[src/rtl/imem_boot_controller.sv]
// Instruction memory port arbiter: streams a boot image in from the loader,
// then hands the memory read path to the core fetch until a reload request.
module imem_boot_controller #(
    parameter int unsigned ADDR_WIDTH = 32,
    parameter int unsigned INST_WIDTH = 32,
    parameter int unsigned IMEM_DEPTH = 1024,
    parameter logic [INST_WIDTH-1:0] NOP_INSTR = INST_WIDTH'(32'h00000013)
) (
    input  logic                  clk,
    input  logic                  rst,
    input  logic                  ld_valid,
    input  logic [INST_WIDTH-1:0] ld_data,
    input  logic                  ld_last,
    output logic                  ld_ready,
    input  logic                  reload_req,
    input  logic [ADDR_WIDTH-1:0] cpu_pc,
    output logic [INST_WIDTH-1:0] cpu_instr,
    output logic                  cpu_hold,
    output logic                  mem_we,
    output logic [ADDR_WIDTH-1:0] mem_addr,
    output logic [INST_WIDTH-1:0] mem_wdata,
    input  logic [INST_WIDTH-1:0] mem_rdata,
    output logic                  boot_done,
    output logic                  load_trunc,
    output logic                  pc_misalign,
    output logic [ADDR_WIDTH-1:0] word_count
);

    localparam int unsigned PTR_W = $clog2(IMEM_DEPTH);
    localparam logic [PTR_W-1:0] LAST_PTR = PTR_W'(IMEM_DEPTH - 1);
    localparam logic [ADDR_WIDTH-1:0] WC_MAX = ADDR_WIDTH'(IMEM_DEPTH);

    typedef enum logic [0:0] {StLoad, StRun} state_e;

    state_e                  state_q;
    logic [PTR_W-1:0]        wr_ptr_q;
    logic [ADDR_WIDTH-1:0]   word_count_q;
    logic                    load_trunc_q;
    logic                    running;
    logic                    accept;
    logic                    at_end;

    assign running = (state_q == StRun);
    assign at_end  = (wr_ptr_q == LAST_PTR);

    always_comb begin
        ld_ready    = !running && !rst;
        accept      = ld_valid && ld_ready;
        mem_we      = accept;
        mem_wdata   = ld_data;
        mem_addr    = running ? {2'b00, cpu_pc[ADDR_WIDTH-1:2]} : ADDR_WIDTH'(wr_ptr_q);
        cpu_instr   = running ? mem_rdata : NOP_INSTR;
        cpu_hold    = !running;
        boot_done   = running;
        pc_misalign = running && (cpu_pc[1:0] != 2'b00);
        word_count  = word_count_q;
        load_trunc  = load_trunc_q;
    end

    always_ff @(posedge clk) begin
        if (rst) begin
            state_q      <= StLoad;
            wr_ptr_q     <= '0;
            word_count_q <= '0;
            load_trunc_q <= 1'b0;
        end else begin
            case (state_q)
                StLoad: begin
                    // A reload wins over a coincident accept: the word is still
                    // written, but the image restarts from index 0.
                    if (reload_req) begin
                        wr_ptr_q     <= '0;
                        word_count_q <= '0;
                    end else if (accept) begin
                        if (!at_end) begin
                            wr_ptr_q <= wr_ptr_q + PTR_W'(1);
                        end
                        if (word_count_q != WC_MAX) begin
                            word_count_q <= word_count_q + ADDR_WIDTH'(1);
                        end
                        if (ld_last || at_end) begin
                            state_q <= StRun;
                        end
                        if (at_end && !ld_last) begin
                            load_trunc_q <= 1'b1;
                        end
                    end
                end
                StRun: begin
                    if (reload_req) begin
                        state_q      <= StLoad;
                        wr_ptr_q     <= '0;
                        word_count_q <= '0;
                        load_trunc_q <= 1'b0;
                    end
                end
                default: state_q <= StLoad;
            endcase
        end
    end

endmodule
[config.mk]
export PLATFORM = sky130hd
export DESIGN_NAME = imem_boot_controller
export DESIGN_NICKNAME = d
export VERILOG_FILES = /design/src/rtl/imem_boot_controller.sv
export SDC_FILE = /design/constraint.sdc
export NUM_CORES = 1
export LEC_CHECK = 0
export ABC_AREA = 1
export BUFFER_PORTS_ARGS = -buffer_cell sky130_fd_sc_hd__buf_4
export CAP_MARGIN = 20
export CORE_UTILIZATION = 40
export DETAILED_ROUTE_END_ITERATION = 12
export PLACE_DENSITY = 0.79
export SLEW_MARGIN = 10
export SYNTH_ARGS = -nofsm -noshare
export SYNTH_HDL_FRONTEND = slang
export SYNTH_SLANG_ARGS = --single-unit
[constraint.sdc]
create_clock -name clk -period 1.5 [get_ports clk]
set_input_delay 0.225 -clock clk [delete_from_list [all_inputs] [get_ports clk]]
set_output_delay 0.225 -clock clk [all_outputs]
set_load 0.03 [all_outputs]
==> impl_metrics.py <==
metrics = {
    "clocking": {
        "cts_buffers": 5,
        "cts-root-buf": "sky130_fd_sc_hd__clkbuf_8",
        "ctsHoldBuffers": 0,
        "number_of_sinks_driven_by_the_clock_tree": 44,
        "buffers_from_clock_root_to_sink_at_most": 2,
        "insertion_delay_to_the_later_sink_of_the_worst_skew_pair_ns": 0.32,
        "cts.clk_slew.worst_paths_ns": 0.10,
        "cts_htree_levels": 2,
        "tritoncts": "built",
    },
    "status": {
        "status": "finished with violations",
        "violations": "setup timing",
    },
    "synthesis": {
        "yosysUniqueCellTypes": 28,
        "post_synth_main_area_contributors": "sky130_fd_sc_hd__dfxtp_1, sky130_fd_sc_hd__nand2_1, sky130_fd_sc_hd__inv_1, sky130_fd_sc_hd__nor2_1, sky130_fd_sc_hd__buf_4",
        "synth_async_sr_flop_share_pct": 0,
        "synthMostInstantiatedCell": "sky130_fd_sc_hd__nand2_1",
        "yosysWarningCount": 0,
        "synth.cell_area_um2": 3770,
        "yosys.area.top_type": "sky130_fd_sc_hd__dfxtp_1",
        "synth-edff-count": 0,
        "ys_ff_latch": 44,
        "yosys_most_used_dff": "sky130_fd_sc_hd__dfxtp_1",
        "yosysTopAreaCellShare_pct": 23.4,
        "synth_seq_area_share_pct": 23.4,
        "synth.top_cells.by_count": "sky130_fd_sc_hd__nand2_1, sky130_fd_sc_hd__inv_1, sky130_fd_sc_hd__nor2_1",
        "synth_area_per_cell_um2": 5.58,
        "synthCells": 675,
    },
    "placed_design": {
        "pre_cts_slack_ns": -0.463,
        "gp_congestion": 0.917,
        "detailedPlacementHpwl_um": 9610,
        "postPlaceCellArea_um2": 5480,
        "place.detailed.instances": 978,
        "port-buffer-count": 168,
    },
    "critical_path": {
        "worst_path_max_delay_cell": "sky130_fd_sc_hd__dfxtp_1",
        "critPathLaunchType": "flip-flop",
        "worst-endpoint-arrival_ns": 2.10,
        "crit_chain": "nor2_1 > nand2_1 > nor2_2 > nand2_2 > nor2_4 > nor2_4 > buf_6 > nand2_2 > nand2_2 > a21oi_2",
        "cp-end-kind": "flip-flop",
        "max_fanout_on_critical_path": 5,
        "crit_required_ns": 1.72,
        "timing.critical_path.slowest_cell_delay_ns": 0.33,
        "path_common_cell": "sky130_fd_sc_hd__nand2_2",
        "setup.worst_path.class": "reg2reg",
        "regToRegSetupSlack_ns": -0.38,
    },
    "power": {
        "power.density_nw_per_um2": 412,
        "ir_worst_vdd_mv": 0.427,
        "power.static_leakage_nw": 3.78,
    },
    "sta": {
        "clock.fmax_ghz": 0.532,
        "final.setup_skew_ns": 0.0206,
        "final-setup-viol-count": 79,
        "rsz_0062_raised_after_global_routing": "true",
        "timing.final.crit_period_ns": 1.88,
        "final-hold-violation-count": 0,
        "timing.final.ws_setup_ns": -0.381,
        "final.period_utilization_pct": 125,
        "worst_hold_margin_ns": 0.273,
        "final-max-slew-violation-count": 0,
    },
    "layout": {
        "nNetsFinal": 1022,
        "layout.cell_area.non_filler_um2": 7190,
        "p_r_area_growth_vs_syn_pct": 91.0,
        "final_cell_count_without_fillers": 1030,
        "antenna_diode_count": 0,
        "drive_above_1_share_pct": 56.8,
    },
    "floorplanning": {
        "ioPinCount": 235,
        "rows": 35,
        "die_span_y_um": 99.0,
        "die-width_um": 99.0,
        "die-area_um2": 9810,
        "initial_core_util_pct": 41.0,
        "floorplan.core_area_um2": 9200,
    },
    "route": {
        "drt-initial-drc-count": 561,
        "route.detailed.wl_per_inst_um": 19.1,
        "detail_route.drc_violations": 0,
        "drtPass1Iterations": 11,
        "routed_vias": 5754,
        "wirelength_um": 19600,
        "ant_nets": 0,
        "viasPerCell": 5.59,
    },
    "global_routing": {
        "globalRouteTotalUtil_pct": 29.6,
        "wire_length_of_the_first_global_routing_pass_um": 23000,
        "first_global_vias": 4694,
        "maximum_number_of_pins_on_one_net_before_global_route_repair": 16,
        "grt_antenna_before_repair": 0,
        "grt-ovfl-total": 0,
    },
    "flow_run": {
        "max-cap-violations": 0,
    },
    "min_path": {
        "hold_path_class": "in2reg",
    },
}
layout by cell type, fill, tap and decap left out, types with 15 or more instances in the layout:
master,instances
sky130_fd_sc_hd__buf_4,187
sky130_fd_sc_hd__nand2_1,139
sky130_fd_sc_hd__inv_1,80
sky130_fd_sc_hd__buf_6,78
sky130_fd_sc_hd__nor2_1,64
sky130_fd_sc_hd__nand2_2,45
sky130_fd_sc_hd__inv_2,45
sky130_fd_sc_hd__nand2_4,38
sky130_fd_sc_hd__nand3_1,28
sky130_fd_sc_hd__dfxtp_1,25
sky130_fd_sc_hd__nor2_4,18
sky130_fd_sc_hd__nand4_1,17
sky130_fd_sc_hd__dfxtp_2,16
sky130_fd_sc_hd__a21oi_1,15
worst max-delay path, delay by kind of cell, from the launching register on:
family	cells	cell delay [ns]
and+or+nand+nor	8	1.06
AOI/OAI and AO/OA	1	0.24
buffers and inverters	1	0.14
DFF	1	0.33
repair_timing:
action / 4_1_cts / 5_1_grt
pin swaps: 25 / 45
endpoints found under the setup margin: 101 / 105
endpoints found under the hold margin: 0 / 0
setup buffers: 16 / 13
gates cloned: 9 / 7
resized for setup: 106 / 229
flip-flops by register name, indices dropped and copies added (netlist names):
signal and count:
word_count 32, load_trunc 1, wr_ptr_q 10, boot_done 1
report_power, final:
group	switching (W)	internal (W)	total, W	leakage, nW
Clock	0.000482	0.000429	0.000912	0.0534
Combinational	0.000465	0.000409	0.000874	3.36
Sequential	0.00000820	0.00117	0.00118	0.365
Total	0.000955	0.00201	0.00296	3.78
through the flow:
stage / util, % / TNS, ns / power (W)
6_report: 78.2 / -11.63 / 0.00296
3_3_place_gp: 59.6 / -8.69 / 0.00174
2_1_floorplan: - / -0.423 / 0.00164
3_5_place_dp: 59.6 / -10.27 / 0.00175
5_1_grt: 78.2 / -15.75 / 0.00303
4_1_cts: 68.3 / -3.78 / 0.00271
path summary, 6_finish.rpt:
kind | from | to | cells after the start
max | word_count[20]$_SDFFE_PP0P_ | word_count[31]$_SDFFE_PP0P_ | 10
min | rst | wr_ptr_q[6]$_SDFFE_PP0P_ | 3
max reg2reg | word_count[20]$_SDFFE_PP0P_ | word_count[31]$_SDFFE_PP0P_ | 10
min reg2reg | wr_ptr_q[7]$_SDFFE_PP0P_ | wr_ptr_q[7]$_SDFFE_PP0P_ | 2
layer usage:
metal / track usage (%) / vias to the layer above / wire length, um
met5: 0 / - / 0
met4: 12.9 / 0 / 1300
met3: 7.09 / 166 / 2590
met2: 47.5 / 522 / 9040
met1: 37.9 / 2568 / 6690
li1: - / 2498 / -
layout make-up:
type,count,area [um2]
inverter,131,517
multi-input combinational,449,2740
tap,111,139
timing repair inverter,1,6.26
sequential,44,912
clock inverter,1,5.00
timing repair buffer,286,2780
clock buffer,7,97.6
fill,561,2000
cell families (layout without fill, tap and decap cells):
group	after synthesis	after routing	share of synthesized area (%)
AND/OR/NAND/NOR	378	380	43.7
buffers and inverters	185	426	23.0
AO/OA/AOI/OAI	64	64	8.84
flip-flops	44	44	23.4
adder cells (fa/ha/maj)	3	3	0.997
other	1	2	0.0996
Note: power is estimated with default switching activity, not from simulation.
